## config.mk

```make
export PLATFORM = sky130hd
export DESIGN_NAME = mpu_load_store_ctrl
export DESIGN_NICKNAME = d
export VERILOG_FILES = /design/src/rtl/mpu_load_store_ctrl.sv
export SDC_FILE = /design/constraint.sdc
export NUM_CORES = 1
export LEC_CHECK = 0
export BUFFER_PORTS_ARGS = -buffer_cell sky130_fd_sc_hd__buf_4
export CAP_MARGIN = 30
export CORE_MARGIN = 1
export CORE_UTILIZATION = 43
export DETAILED_ROUTE_END_ITERATION = 6
export PLACE_DENSITY = 0.89
export SYNTH_ARGS = -nofsm -noshare
export SYNTH_HDL_FRONTEND = slang
export SYNTH_SLANG_ARGS = --single-unit
```

## constraint.sdc

```tcl
create_clock -name clk -period 2.4 [get_ports clk]
set_clock_uncertainty 0.05 [all_clocks]
set_input_delay 0.6 -clock clk [delete_from_list [all_inputs] [get_ports clk]]
set_output_delay 0.6 -clock clk [all_outputs]
set_load 0.02 [all_outputs]
```

## src/rtl/mpu_load_store_ctrl.sv

```systemverilog
// Moves whole matrices between an element stream and the matrix register file.
// Row-major traversal, one element per cycle, single-cycle done/error pulses.
//
//   state        | meaning
//   IDLE         | waiting for a command, mpu_op_ready_out high
//   LOAD_MATRIX  | writing load-stream elements into the register file
//   STORE_MATRIX | reading register-file elements onto the store stream
module mpu_load_store_ctrl #(
    parameter int FP               = 32,
    parameter int M                = 5,
    parameter int N                = 5,
    parameter int MATRIX_REGISTERS = 16,
    localparam int MW = $clog2(M),
    localparam int NW = $clog2(N),
    localparam int AW = $clog2(MATRIX_REGISTERS)
) (
    input  logic          clk,
    input  logic          reset_n,
    input  logic [1:0]    mpu_op_in,
    input  logic          mpu_op_valid_in,
    output logic          mpu_op_ready_out,
    input  logic [AW-1:0] mpu_reg_in,
    input  logic [MW-1:0] mpu_m_in,
    input  logic [NW-1:0] mpu_n_in,
    input  logic [FP-1:0] load_data_in,
    input  logic          load_valid_in,
    output logic          load_ready_out,
    output logic [FP-1:0] store_data_out,
    output logic          store_valid_out,
    input  logic          store_ready_in,
    output logic          rf_wr_en_out,
    output logic [FP-1:0] rf_wdata_out,
    output logic [AW-1:0] rf_addr_out,
    output logic [MW-1:0] rf_row_out,
    output logic [NW-1:0] rf_col_out,
    input  logic [FP-1:0] rf_rdata_in,
    output logic          done_out,
    output logic          error_out
);

    typedef enum logic [1:0] {
        OP_NOP   = 2'd0,
        OP_LOAD  = 2'd1,
        OP_STORE = 2'd2
    } mpu_operation_t;

    typedef enum logic [1:0] {
        IDLE,
        LOAD_MATRIX,
        STORE_MATRIX
    } state_t;

    localparam logic [MW-1:0] M_MAX = MW'(M);
    localparam logic [NW-1:0] N_MAX = NW'(N);

    state_t        r_state;
    logic [AW-1:0] r_reg;
    logic [MW-1:0] r_m;
    logic [NW-1:0] r_n;
    logic [MW-1:0] r_row;
    logic [NW-1:0] r_col;
    logic [FP-1:0] r_store_data;
    logic          r_store_valid;
    logic          r_all_captured;
    logic          r_done;
    logic          r_error;

    logic          w_accept;
    logic          w_is_load;
    logic          w_is_store;
    logic          w_dims_bad;
    logic          w_load_hs;
    logic          w_store_adv;
    logic          w_last;
    logic          w_col_wrap;
    logic [MW-1:0] w_next_row;
    logic [NW-1:0] w_next_col;

    assign w_accept    = mpu_op_valid_in && (r_state == IDLE);
    assign w_is_load   = (mpu_op_in == OP_LOAD);
    assign w_is_store  = (mpu_op_in == OP_STORE);
    assign w_dims_bad  = (mpu_m_in == '0) || (mpu_n_in == '0) ||
                         (mpu_m_in > M_MAX) || (mpu_n_in > N_MAX);
    assign w_load_hs   = (r_state == LOAD_MATRIX) && load_valid_in;
    // The output register may refill when empty or when its element leaves this cycle.
    assign w_store_adv = (r_state == STORE_MATRIX) && (!r_store_valid || store_ready_in);
    assign w_col_wrap  = (r_col == r_n - NW'(1));
    assign w_last      = (r_row == r_m - MW'(1)) && w_col_wrap;
    assign w_next_col  = w_col_wrap ? '0 : r_col + NW'(1);
    assign w_next_row  = w_col_wrap ? r_row + MW'(1) : r_row;

    always_ff @(posedge clk or negedge reset_n) begin
        if (!reset_n) begin
            r_state        <= IDLE;
            r_reg          <= '0;
            r_m            <= '0;
            r_n            <= '0;
            r_row          <= '0;
            r_col          <= '0;
            r_store_data   <= '0;
            r_store_valid  <= 1'b0;
            r_all_captured <= 1'b0;
            r_done         <= 1'b0;
            r_error        <= 1'b0;
        end else begin
            r_done  <= 1'b0;
            r_error <= 1'b0;
            unique case (r_state)
                IDLE: begin
                    if (w_accept && (w_is_load || w_is_store)) begin
                        if (w_dims_bad) begin
                            r_error <= 1'b1;
                        end else begin
                            r_reg          <= mpu_reg_in;
                            r_m            <= mpu_m_in;
                            r_n            <= mpu_n_in;
                            r_row          <= '0;
                            r_col          <= '0;
                            r_all_captured <= 1'b0;
                            r_state        <= w_is_load ? LOAD_MATRIX : STORE_MATRIX;
                        end
                    end
                end
                LOAD_MATRIX: begin
                    if (w_load_hs) begin
                        if (w_last) begin
                            r_state <= IDLE;
                            r_done  <= 1'b1;
                        end else begin
                            r_row <= w_next_row;
                            r_col <= w_next_col;
                        end
                    end
                end
                STORE_MATRIX: begin
                    if (w_store_adv) begin
                        if (r_all_captured) begin
                            r_store_valid <= 1'b0;
                            r_done        <= 1'b1;
                            r_state       <= IDLE;
                        end else begin
                            r_store_data  <= rf_rdata_in;
                            r_store_valid <= 1'b1;
                            if (w_last) begin
                                r_all_captured <= 1'b1;
                            end else begin
                                r_row <= w_next_row;
                                r_col <= w_next_col;
                            end
                        end
                    end
                end
                default: r_state <= IDLE;
            endcase
        end
    end

    assign mpu_op_ready_out = (r_state == IDLE);
    assign load_ready_out   = (r_state == LOAD_MATRIX);
    assign rf_wr_en_out     = w_load_hs;
    assign rf_wdata_out     = w_load_hs ? load_data_in : '0;
    assign rf_addr_out      = r_reg;
    assign rf_row_out       = r_row;
    assign rf_col_out       = r_col;
    assign store_data_out   = r_store_data;
    assign store_valid_out  = r_store_valid;
    assign done_out         = r_done;
    assign error_out        = r_error;

endmodule

```

-- Word-level counts from Yosys, hierarchy flattened
Cells that the tools add are included.
- $add $sub $neg: 4
- magnitude comparators: 2
- equality and inequality tests: 13
- muxes and demuxes: 37
- bitwise logic cells: 2
- reduce and logical (&&, ||, !) cells: 22
- operators by type and width (kind ; number):
    two-way mux 3 bit ; 12
    two-way mux 32 bit ; 1
    one-hot mux 3 bit (3 select lines) ; 2
    two-way mux 2 bit ; 7
    two-way mux 1 bit ; 12
    AND reduction 6 bit ; 2
    != test 2 bit, second input constant ; 4
    adder 3 x 1 -> 3 bit, second input constant ; 2
    == test 3 bit ; 2
    greater-than comparator 3 bit, second input constant ; 2
    zero test 3 bit ; 2
    != test 2 x 1 -> 1 bit, second input constant ; 3
    one-hot mux 2 bit (3 select lines) ; 1
    AND reduction 3 bit ; 2
    subtractor 3 x 1 -> 3 bit, second input constant ; 2
    logical AND 1 bit ; 5
    logical OR 1 bit ; 5
    == test 2 x 1 -> 1 bit, second input constant ; 2
    == test 2 bit, second input constant ; 2
    one-hot mux 1 bit (2 select lines) ; 2
    AND reduction 4 bit ; 1
    nonzero test 3 bit ; 1
    zero test 2 bit ; 1
    inverter 1 bit ; 2
    other kinds (3) ; 3
- flip-flop bits (word level): 54
- input port bits: 81
- output and inout bits: 80
- logic and storage cells: 91

-- Depth between registers and ports, before layout
Gate-level depths: netlist of run 1.
- depth after elaboration: 7
- gate-level depth with buffers: 8
- depth with buffers taken out: 7

-- Least setup slack after synthesis of run 1
Ideal clock, no wire load.
- path kind: input-to-reg
- start point: in mpu_op_in[1]
- end point: reg r_reg[1], in the netlist rf_addr_out[1]
- data arrival time: 2.008 ns
- path slack: 0.217 ns
- stages on the path: 6
- path buffers: 1
- cells stage by stage: inv_1 > ha_1 > nand3b_1 > nor2_1 > clkbuf_1 > mux2_2
- word-level cells in the longest chain between the ends: 4
- elaborated cells on any way between the ends: 5
- classes of those cells: eq/ne (2); reduce/logical (3)
- RTL lines (element ; RTL line ; source):
    start, declared ; 19 ; input logic [1:0] mpu_op_in,
    == test 2 x 1 -> 1 bit / == test 2 bit (equally long branches) ; 80, 81 ;
    logical OR 1 bit * ; 110 ; if (w_accept && (w_is_load || w_is_store)) begin
    logical AND 1 bit * ; 110 ;
    AND reduction 3 bit (no source line) * ; n/a ;
    end signal, assigned ; 114 ; r_reg <= mpu_reg_in;
    end, declared ; 57 ; logic [AW-1:0] r_reg;
Mark *: on every way between the ends. The rest lies on a longest branch, timed or not.
A chain may end at the register's enable or synchronous reset.

-- Worst setup path in the final report of run 1
- start point: reg r_state[1]
- end point: out rf_wr_en_out
- word-level cells in the longest chain between the ends: 2
- RTL lines (element ; RTL line ; source):
    start, declared ; 56 ; state_t r_state;
    start signal, assigned ; 120 ; r_state <= w_is_load ? LOAD_MATRIX : STORE_MATRIX;
    == test 2 x 1 -> 1 bit ; 84 ; assign w_load_hs = (r_state == LOAD_MATRIX) && load_valid_in;
    logical AND 1 bit ; 84 ;
    end, declared ; 31 ; output logic rf_wr_en_out,
No other way between the ends.

==> results.cfg, run 1 <==
[cts]
numCtsBuffers = 5
clk_path_buf_depth = 2
insertion_delay_ns = 0.30
clockRootBuffer = clkbuf_8
cts_num_sinks = 54
postCtsResizedCells = 0
holdBufCountCts = 0
h-tree-depth = 2
cts_tree = done
clkTransAtPathRegs_ns = 0.10

[critical_path]
worstPathArrival_ns = 1.63
endpoint_kind = primary output
r2r_setup_slack_ns = 0.24
crit_type = reg2out
cp_data_required_time_ns = 1.75
rr_worst_depth = 7
path_max_fanout = 35
worstSetupStartpointType = flip-flop

[logic_synthesis]
ys_seq_area_share_pct = 50.42
syn-num-nets = 320
synth_largest_area_cell = dfrtp_1
netlist_area_sq_mm = 0.002680
syn-mean-instance-area_sq_um = 11.65
syn_inst = 230
ys_ff_latch = 54
synth_top_area_share_pct = 50.42
synth.area.top_cells = dfrtp_1 50%, mux2_2 16%, and3_1 7.5%
ys_warn_count = 0
synth_cell_types = 39

[routing]
drc_errors = 0
first_iter_violations = 69
routed_wirelength_mm = 7.021
firstDrtPassIters = 4
viasPerCell = 5.225
vias = 2440
ant_nets = 0
wl_per_cell_um = 15.03

[floorplan]
io_pins = 161
die_h_um = 80.95
die-area_sq_mm = 0.006552
dieWidth_um = 80.95
placementRows = 28
initial_utilization_pct = 45.00
core_sq_mm = 0.005956

[grt]
track_usage_pct = 20.79
grt_pass1_wl_mm = 10.45
antenna_found_initial = 0
grt_pass1_vias = 2226
grt_max_degree = 55
overflow = 0

[job]
cap_violations = 0

[placement]
dpl_worst_slack_ns = 0.1216
hpwlAfterDp_mm = 5.388
routabilityCongestion = 0.8022
io_buffer_count = 160

[worst_hold_path]
hold_class = in2async

[sta]
grt_setup_unrepaired = false
drv_slew = 0
clock.fmax_mhz = 437.7
finalSetupViolCount = 0
worstMarginPinSlew_ns = 0.6922
setup_tns_ns = 0
layout_setup_ws_ns = 0.1154
maxSlewHeadroom_pct = 53.85
min_period_over_period_pct = 95.19
finalHoldViolCount = 0
fin_crit_ns = 2.285

[layout]
nets = 481
area_growth_pct = 53.31
final_core_util_pct = 68.99
multi_input_area_sq_mm = 0.001257
diodes = 0
register_area_sq_mm = 0.001351
fillerInstances = 475
drive_gt1_share_pct = 54.08

[power_and_ir_drop]
p_per_area_mw_per_mm2 = 1223
ir_drop_uv = 731.1
leakage_nw = 2.148

[outcome]
status = complete, no violations
==> worst paths after layout <==
path	startpoint	endpoint
max	r_state[1]$_DFFE_PN0P_	rf_wr_en_out
min	reset_n	rf_row_out[1]$_DFFE_PN0P_
min in group clk	rf_addr_out[2]$_DFFE_PN0P_	rf_addr_out[2]$_DFFE_PN0P_
max in group asynchronous	reset_n	store_data_out[8]$_DFFE_PN0P_
min reg2reg	rf_addr_out[2]$_DFFE_PN0P_	rf_addr_out[2]$_DFFE_PN0P_
max reg2reg	r_n[0]$_DFFE_PN0P_	rf_row_out[2]$_DFFE_PN0P_
==> report_power, final <==
part	total, mW	switching, mW	internal [mW]
clock network	0.596	0.285	0.312
registers	1.63	0.280	1.34
logic	2.80	1.38	1.43
==> area by class of cell <==
| class | count | share of cell area, % |
|---|---|---|
| Sequential cell | 54 | 32.89 |
| Multi-Input combinational cell | 154 | 30.60 |
| Timing Repair Buffer | 166 | 30.63 |
| Clock buffer | 6 | 1.766 |
| Inverter | 10 | 0.9135 |
| Tap cell | 75 | 2.284 |
| Clock inverter | 2 | 0.9135 |
==> critical path: stages (launching register included) <==
cell     delay, ns
dfrtp_1       0.42
inv_1         0.12
ha_1          0.17
buf_4         0.26
and2_1        0.21
buf_4         0.15
==> logic make-up (layout without fill, tap and decap cells) <==
family | count (synthesis) | count (layout) | share of synthesized area (%)
flip-flops | 54 | 54 | 50.42
AO/OA/AOI/OAI | 26 | 26 | 6.677
multiplexers | 40 | 40 | 16.71
adder cells (fa/ha/maj) | 9 | 9 | 4.202
AND/OR/NAND/NOR | 73 | 73 | 15.83
XOR/XNOR | 6 | 6 | 3.081
buffers and inverters | 22 | 184 | 3.081
==> what timing repair did <==
action,4_1_cts,5_1_grt
setup buffers,0,2
endpoints found under the hold margin,0,0
endpoints found under the setup margin,0,1
==> cell usage after synthesis <==
library cell,instances
mux2_2,37
or4_1,1
and3_1,32
nand2b_1,7
nand2_1,11
or2b_1,1
a32o_1,1
o211ai_1,2
inv_1,10
nor3_1,3
nor2_1,2
o31ai_1,1
nor4b_1,1
xor3_1,2
nand3b_1,2
mux2i_1,2
a21o_1,1
xnor2_1,4
a22oi_1,1
or2_4,1
o21ai_0,5
clkbuf_1,12
a211o_1,2
nand3_1,5
and2_1,2
o31a_1,1
a22o_1,2
ha_1,9
a21oi_1,2
o311ai_1,1
o21ai_1,4
mux2_1,1
a21boi_0,1
dfrtp_1,54
nand4_1,1
o221ai_1,1
o21a_1,1
nor2b_1,2
or3_1,2
==> cell usage in the layout (no fill, tap or decap), types with 3 or more instances in the layout <==
cell	n
buf_4	165
dfrtp_1	54
mux2_2	37
and3_1	32
nand2_1	11
inv_1	10
ha_1	9
nand2b_1	7
nand3_1	5
o21ai_0	5
clkbuf_8	5
xnor2_1	4
o21ai_1	4
nor3_1	3
==> stage by stage <==
step / instance area [sq um] / hold WS, ns / power, mW / std cells
after floorplan: 2680 / 0.2544 / 3.322 / 230
after global placement: 3984 / 0.4189 / 4.311 / 457
after detailed placement: 3984 / 0.4309 / 4.420 / 457
after CTS: 4094 / 0.3104 / 5.035 / 465
after global routing: 4109 / 0.3523 / 5.332 / 467
final: 4109 / 0.2826 / 5.026 / 467
==> sequential cells by signal (all words and copies together), names as in the netlist <==
signal / flops
r_m: 3
store_data_out: 32
r_all_captured: 1
done_out: 1
store_valid_out: 1
rf_addr_out: 4
rf_row_out: 3
r_state: 2
rf_col_out: 3
r_n: 3
error_out: 1
==> metal layers <==
layer | up-vias | track usage (%) | share of wire, % | wire length (um)
met3 | 6 | 5.393 | 9.0 | 634
met2 | 111 | 40.08 | 53 | 3747
met4 | 0 | 4.286 | 0.73 | 51
li1 | 1145 | - | - | -
met5 | - | 0 | 0 | 0
met1 | 1178 | 22.59 | 37 | 2588
No activity file was read; power rests on OpenSTA's default activity.
==> run 2: changes to the inputs <==
CORE_MARGIN = 10   (was 1)
PLACE_DENSITY = 0.8   (was 0.89)
==> results.cfg, run 2 (same netlist as run 1, synthesis figures left out) <==
[outcome]
status = complete, no violations

[layout]
postLayoutCellArea_sq_mm = 0.004071
area_growth_pct = 51.91
nets = 479
final_common_cell = buf_4
layout_common_cells = 163 x buf_4, 54 x dfrtp_1, 37 x mux2_2, 32 x and3_1, 11 x nand2_1
fillerInstances = 495
diodes = 0
drive_gt1_share_pct = 54.10
largest_reg_flops = 32

[routing]
viasPerCell = 5.062
firstDrtPassIters = 4
ant_nets = 0
drc_errors = 0
first_iter_violations = 85
vias = 2354
wl_per_cell_um = 18.54
routed_wirelength_mm = 8.622

[cts]
cts_tree = done
clockRootBuffer = clkbuf_8
h-tree-depth = 2
cts_num_sinks = 54
postCtsResizedCells = 0
holdBufCountCts = 0
numCtsBuffers = 5
insertion_delay_ns = 0.31
clk_path_buf_depth = 2
clkTransAtPathRegs_ns = 0.10
postCtsSetupBuffers = 0

[floorplan]
placementRows = 28
core_sq_mm = 0.005991
dieWidth_um = 98.95
initial_utilization_pct = 44.74
die_h_um = 98.95
io_pins = 161
die-area_sq_mm = 0.009790

[placement]
io_buffer_count = 160
hpwlAfterDp_mm = 7.007
dpl-instance-area_sq_mm = 0.003984
routabilityCongestion = 0.7676

[sta]
finalHoldViolCount = 0
grt_setup_unrepaired = false
fin_crit_ns = 2.269
clock.fmax_mhz = 440.7
maxSlewHeadroom_pct = 53.60
min_period_over_period_pct = 94.56
drv_slew = 0
finalSetupViolCount = 0
setup_tns_ns = 0
worstMarginPinSlew_ns = 0.6960

[grt]
antenna_found_initial = 0
grt_pass1_vias = 2537
grt_max_degree = 55
overflow = 0
grt_pass1_wl_mm = 13.33
track_usage_pct = 16.68

[job]
cap_violations = 0

[critical_path]
worstPathArrival_ns = 1.62
worstSetupStartpointType = flip-flop
endpoint_kind = primary output
path_max_fanout = 35
crit_type = reg2out
cp_data_required_time_ns = 1.75

[power_and_ir_drop]
p_per_area_mw_per_mm2 = 1215
ir_drop_uv = 773.5
leakage_nw = 2.135

[worst_hold_path]
hold_class = in2async
[run 2: cell types whose count changed in the layout (fill, tap and decap cells not counted), sizes merged]
cell,delta
inv,+1
bufinv,-1
buf,-2
clkbuf,-1
clkinvlp,-1
clkinv,+2
[run 2: cell type report]
type	count	area (sq um)	area share, %
flip-flops and latches	54	1351	33.19
clock inverters	3	18.77	0.4610
multi-input cells	154	1257	30.89
well taps	75	93.84	2.305
inverters	10	37.54	0.9219
clock buffers	5	68.82	1.690
repair buffers	164	1244	30.55
[run 2: worst max-delay path: stages, from the launching register on]
cell and delay (ns):
dfrtp_1 0.41, inv_1 0.11, ha_1 0.17, buf_4 0.27
and3_1 0.20, buf_4 0.14
[run 2: stage by stage]
stage	std cells	hold slack, ns	setup WS, ns	utilization [%]	total power [mW]
2_1_floorplan	230	0.2544	0.2175	-	3.322
3_3_place_gp	457	0.4286	0.1768	66.50	4.366
3_5_place_dp	457	0.4307	0.1061	66.50	4.481
4_1_cts	465	0.2946	0.09101	67.96	4.999
5_1_grt	465	0.3142	0.03021	67.96	5.273
6_report	465	0.2770	0.1307	67.96	4.947
[run 2: routing by layer]
metal / track usage (%) / share of wire, % / vias to the layer above
met1: 16.71 / 35 / 1121
met5: 0 / 0 / -
met4: 3.528 / 0.42 / 0
met3: 9.916 / 14 / 2
li1: - / - / 1134
met2: 29.11 / 51 / 97
[run 2: final timing paths]
path	from	endpoint	slack (ns)	depth (start not counted)
min in group clk	rf_addr_out[2]$_DFFE_PN0P_	rf_addr_out[2]$_DFFE_PN0P_	0.45	1
max in group asynchronous	reset_n	store_data_out[27]$_DFFE_PN0P_	1.56	1
max reg2reg	r_n[0]$_DFFE_PN0P_	rf_row_out[2]$_DFFE_PN0P_	0.19	7
max	r_state[1]$_DFFE_PN0P_	rf_wdata_out[20]	0.13	5
min reg2reg	rf_addr_out[2]$_DFFE_PN0P_	rf_addr_out[2]$_DFFE_PN0P_	0.45	1
min	reset_n	store_data_out[7]$_DFFE_PN0P_	0.28	1
[run 2: where the power goes]
part	switching [mW]	internal (mW)
Sequential	0.273	1.34
Clock	0.314	0.207
Combinational	1.42	1.39
Total	2.01	2.94
==> run 3: changes to the inputs <==
CORE_MARGIN = not set   (was 10)
RECOVER_POWER = 25   (was not set)
==> results.cfg, run 3 (same netlist as run 1, synthesis figures left out) <==
[placement]
dp.cells = 459
hpwlAfterDp_mm = 5.159
io_buffer_count = 160
routabilityCongestion = 0.7967

[critical_path]
endpoint_kind = flip-flop
worstPathArrival_ns = 2.44
cp_data_required_time_ns = 2.57
worstSetupStartpointType = flip-flop
r2r_setup_slack_ns = 0.13
crit_type = reg2reg
path_max_fanout = 5
reg2reg_from = r_n[0]$_DFFE_PN0P_
startpoint = r_n[0]$_DFFE_PN0P_

[floorplan]
core_sq_mm = 0.005956
io_pins = 161
die-area_sq_mm = 0.006552
die_h_um = 80.95
dieWidth_um = 80.95
initial_utilization_pct = 45.00
placementRows = 28

[power_and_ir_drop]
ir_drop_uv = 755.6
p_per_area_mw_per_mm2 = 1232
leakage_nw = 2.167

[routing]
ant_nets = 0
routed_wirelength_mm = 6.697
drc_errors = 0
first_iter_violations = 103
viasPerCell = 5.028
firstDrtPassIters = 4
vias = 2348
wl_per_cell_um = 14.34

[worst_hold_path]
hold_class = reg2reg
min-delay-start = rf_addr_out[2]$_DFFE_PN0P_

[layout]
drive_gt1_share_pct = 54.34
multi_input_area_sq_mm = 0.001257
nets = 481
final_cells = 467
layout_common_cells = 164 x buf_4, 54 x dfrtp_1, 37 x mux2_2, 32 x and3_1, 11 x nand2_1
fillerInstances = 498
largest_reg_flops = 32
diodes = 0
final_common_cell = buf_4
register_area_sq_mm = 0.001351
area_growth_pct = 54.44

[sta]
setup_tns_ns = 0
drv_slew = 0
finalSetupViolCount = 0
whs_ns = 0.4593
grt_setup_unrepaired = false
worstMarginPinSlew_ns = 1.324
finalHoldViolCount = 0
min_period_over_period_pct = 94.57
maxSlewHeadroom_pct = 11.70
fin_crit_ns = 2.270
clock.fmax_mhz = 440.6

[outcome]
status = complete, no violations

[cts]
clk_path_buf_depth = 2
h-tree-depth = 2
cts_tree = done
holdBufCountCts = 0
postCtsSetupBuffers = 0
cts_num_sinks = 54
clkTransAtPathRegs_ns = 0.09
clockRootBuffer = clkbuf_8
insertion_delay_ns = 0.29
numCtsBuffers = 5
postCtsResizedCells = 0

[grt]
overflow = 0
grt_max_degree = 55
track_usage_pct = 20.43
grt_pass1_vias = 2230
grt_pass1_wl_mm = 10.34
antenna_found_initial = 0

[job]
cap_violations = 0
[run 3: worst max-delay path: stages, from the launching register on]
cell	delay [ns]
dfrtp_1	0.40
inv_1	0.08
ha_1	0.14
xor3_1	0.42
o31a_1	0.29
or2_4	0.25
or4_1	0.39
o211ai_1	0.16
[run 3: layout make-up]
cell class / count / area share (%)
Multi-Input combinational cell: 154 / 30.38
Timing Repair Buffer: 166 / 30.35
Sequential cell: 54 / 32.65
Inverter: 10 / 0.9069
Clock inverter: 2 / 1.451
Tap cell: 75 / 2.267
Clock buffer: 6 / 1.995
[run 3: final timing paths]
path / end / cells after the start
hold reg to reg: rf_addr_out[2]$_DFFE_PN0P_ / 1
min in group asynchronous: rf_addr_out[2]$_DFFE_PN0P_ / 1
max in group asynchronous: r_all_captured$_DFFE_PN0P_ / 1
hold / removal: rf_addr_out[2]$_DFFE_PN0P_ / 1
setup reg to reg: rf_row_out[2]$_DFFE_PN0P_ / 7
setup / recovery: rf_row_out[2]$_DFFE_PN0P_ / 7
[run 3: layer usage]
layer  vias up  share of wire, %  GRT usage, %
met3         2               5.7         5.169
met5         -                 0             0
met4         0              0.27         3.750
met2        63                51         33.78
met1      1140                43         27.32
li1       1143                 -             -
[run 3: metrics by stage]
step                      area, sq um  total power, mW  setup slack (ns)  utilization (%)
after floorplan                  2680            3.322            0.2175                -
after CTS                        4141            5.138            0.1313            69.54
after detailed placement         3999            4.402            0.1505            67.14
final                            4139            5.097            0.1304            69.50
after global routing             4139            5.439           0.01473            69.50
after global placement           3999            4.321            0.1911            67.14
[run 3: power breakdown]
group | switching, mW | internal [mW]
logic | 1.36 | 1.39
registers | 0.275 | 1.34
clock network | 0.286 | 0.445
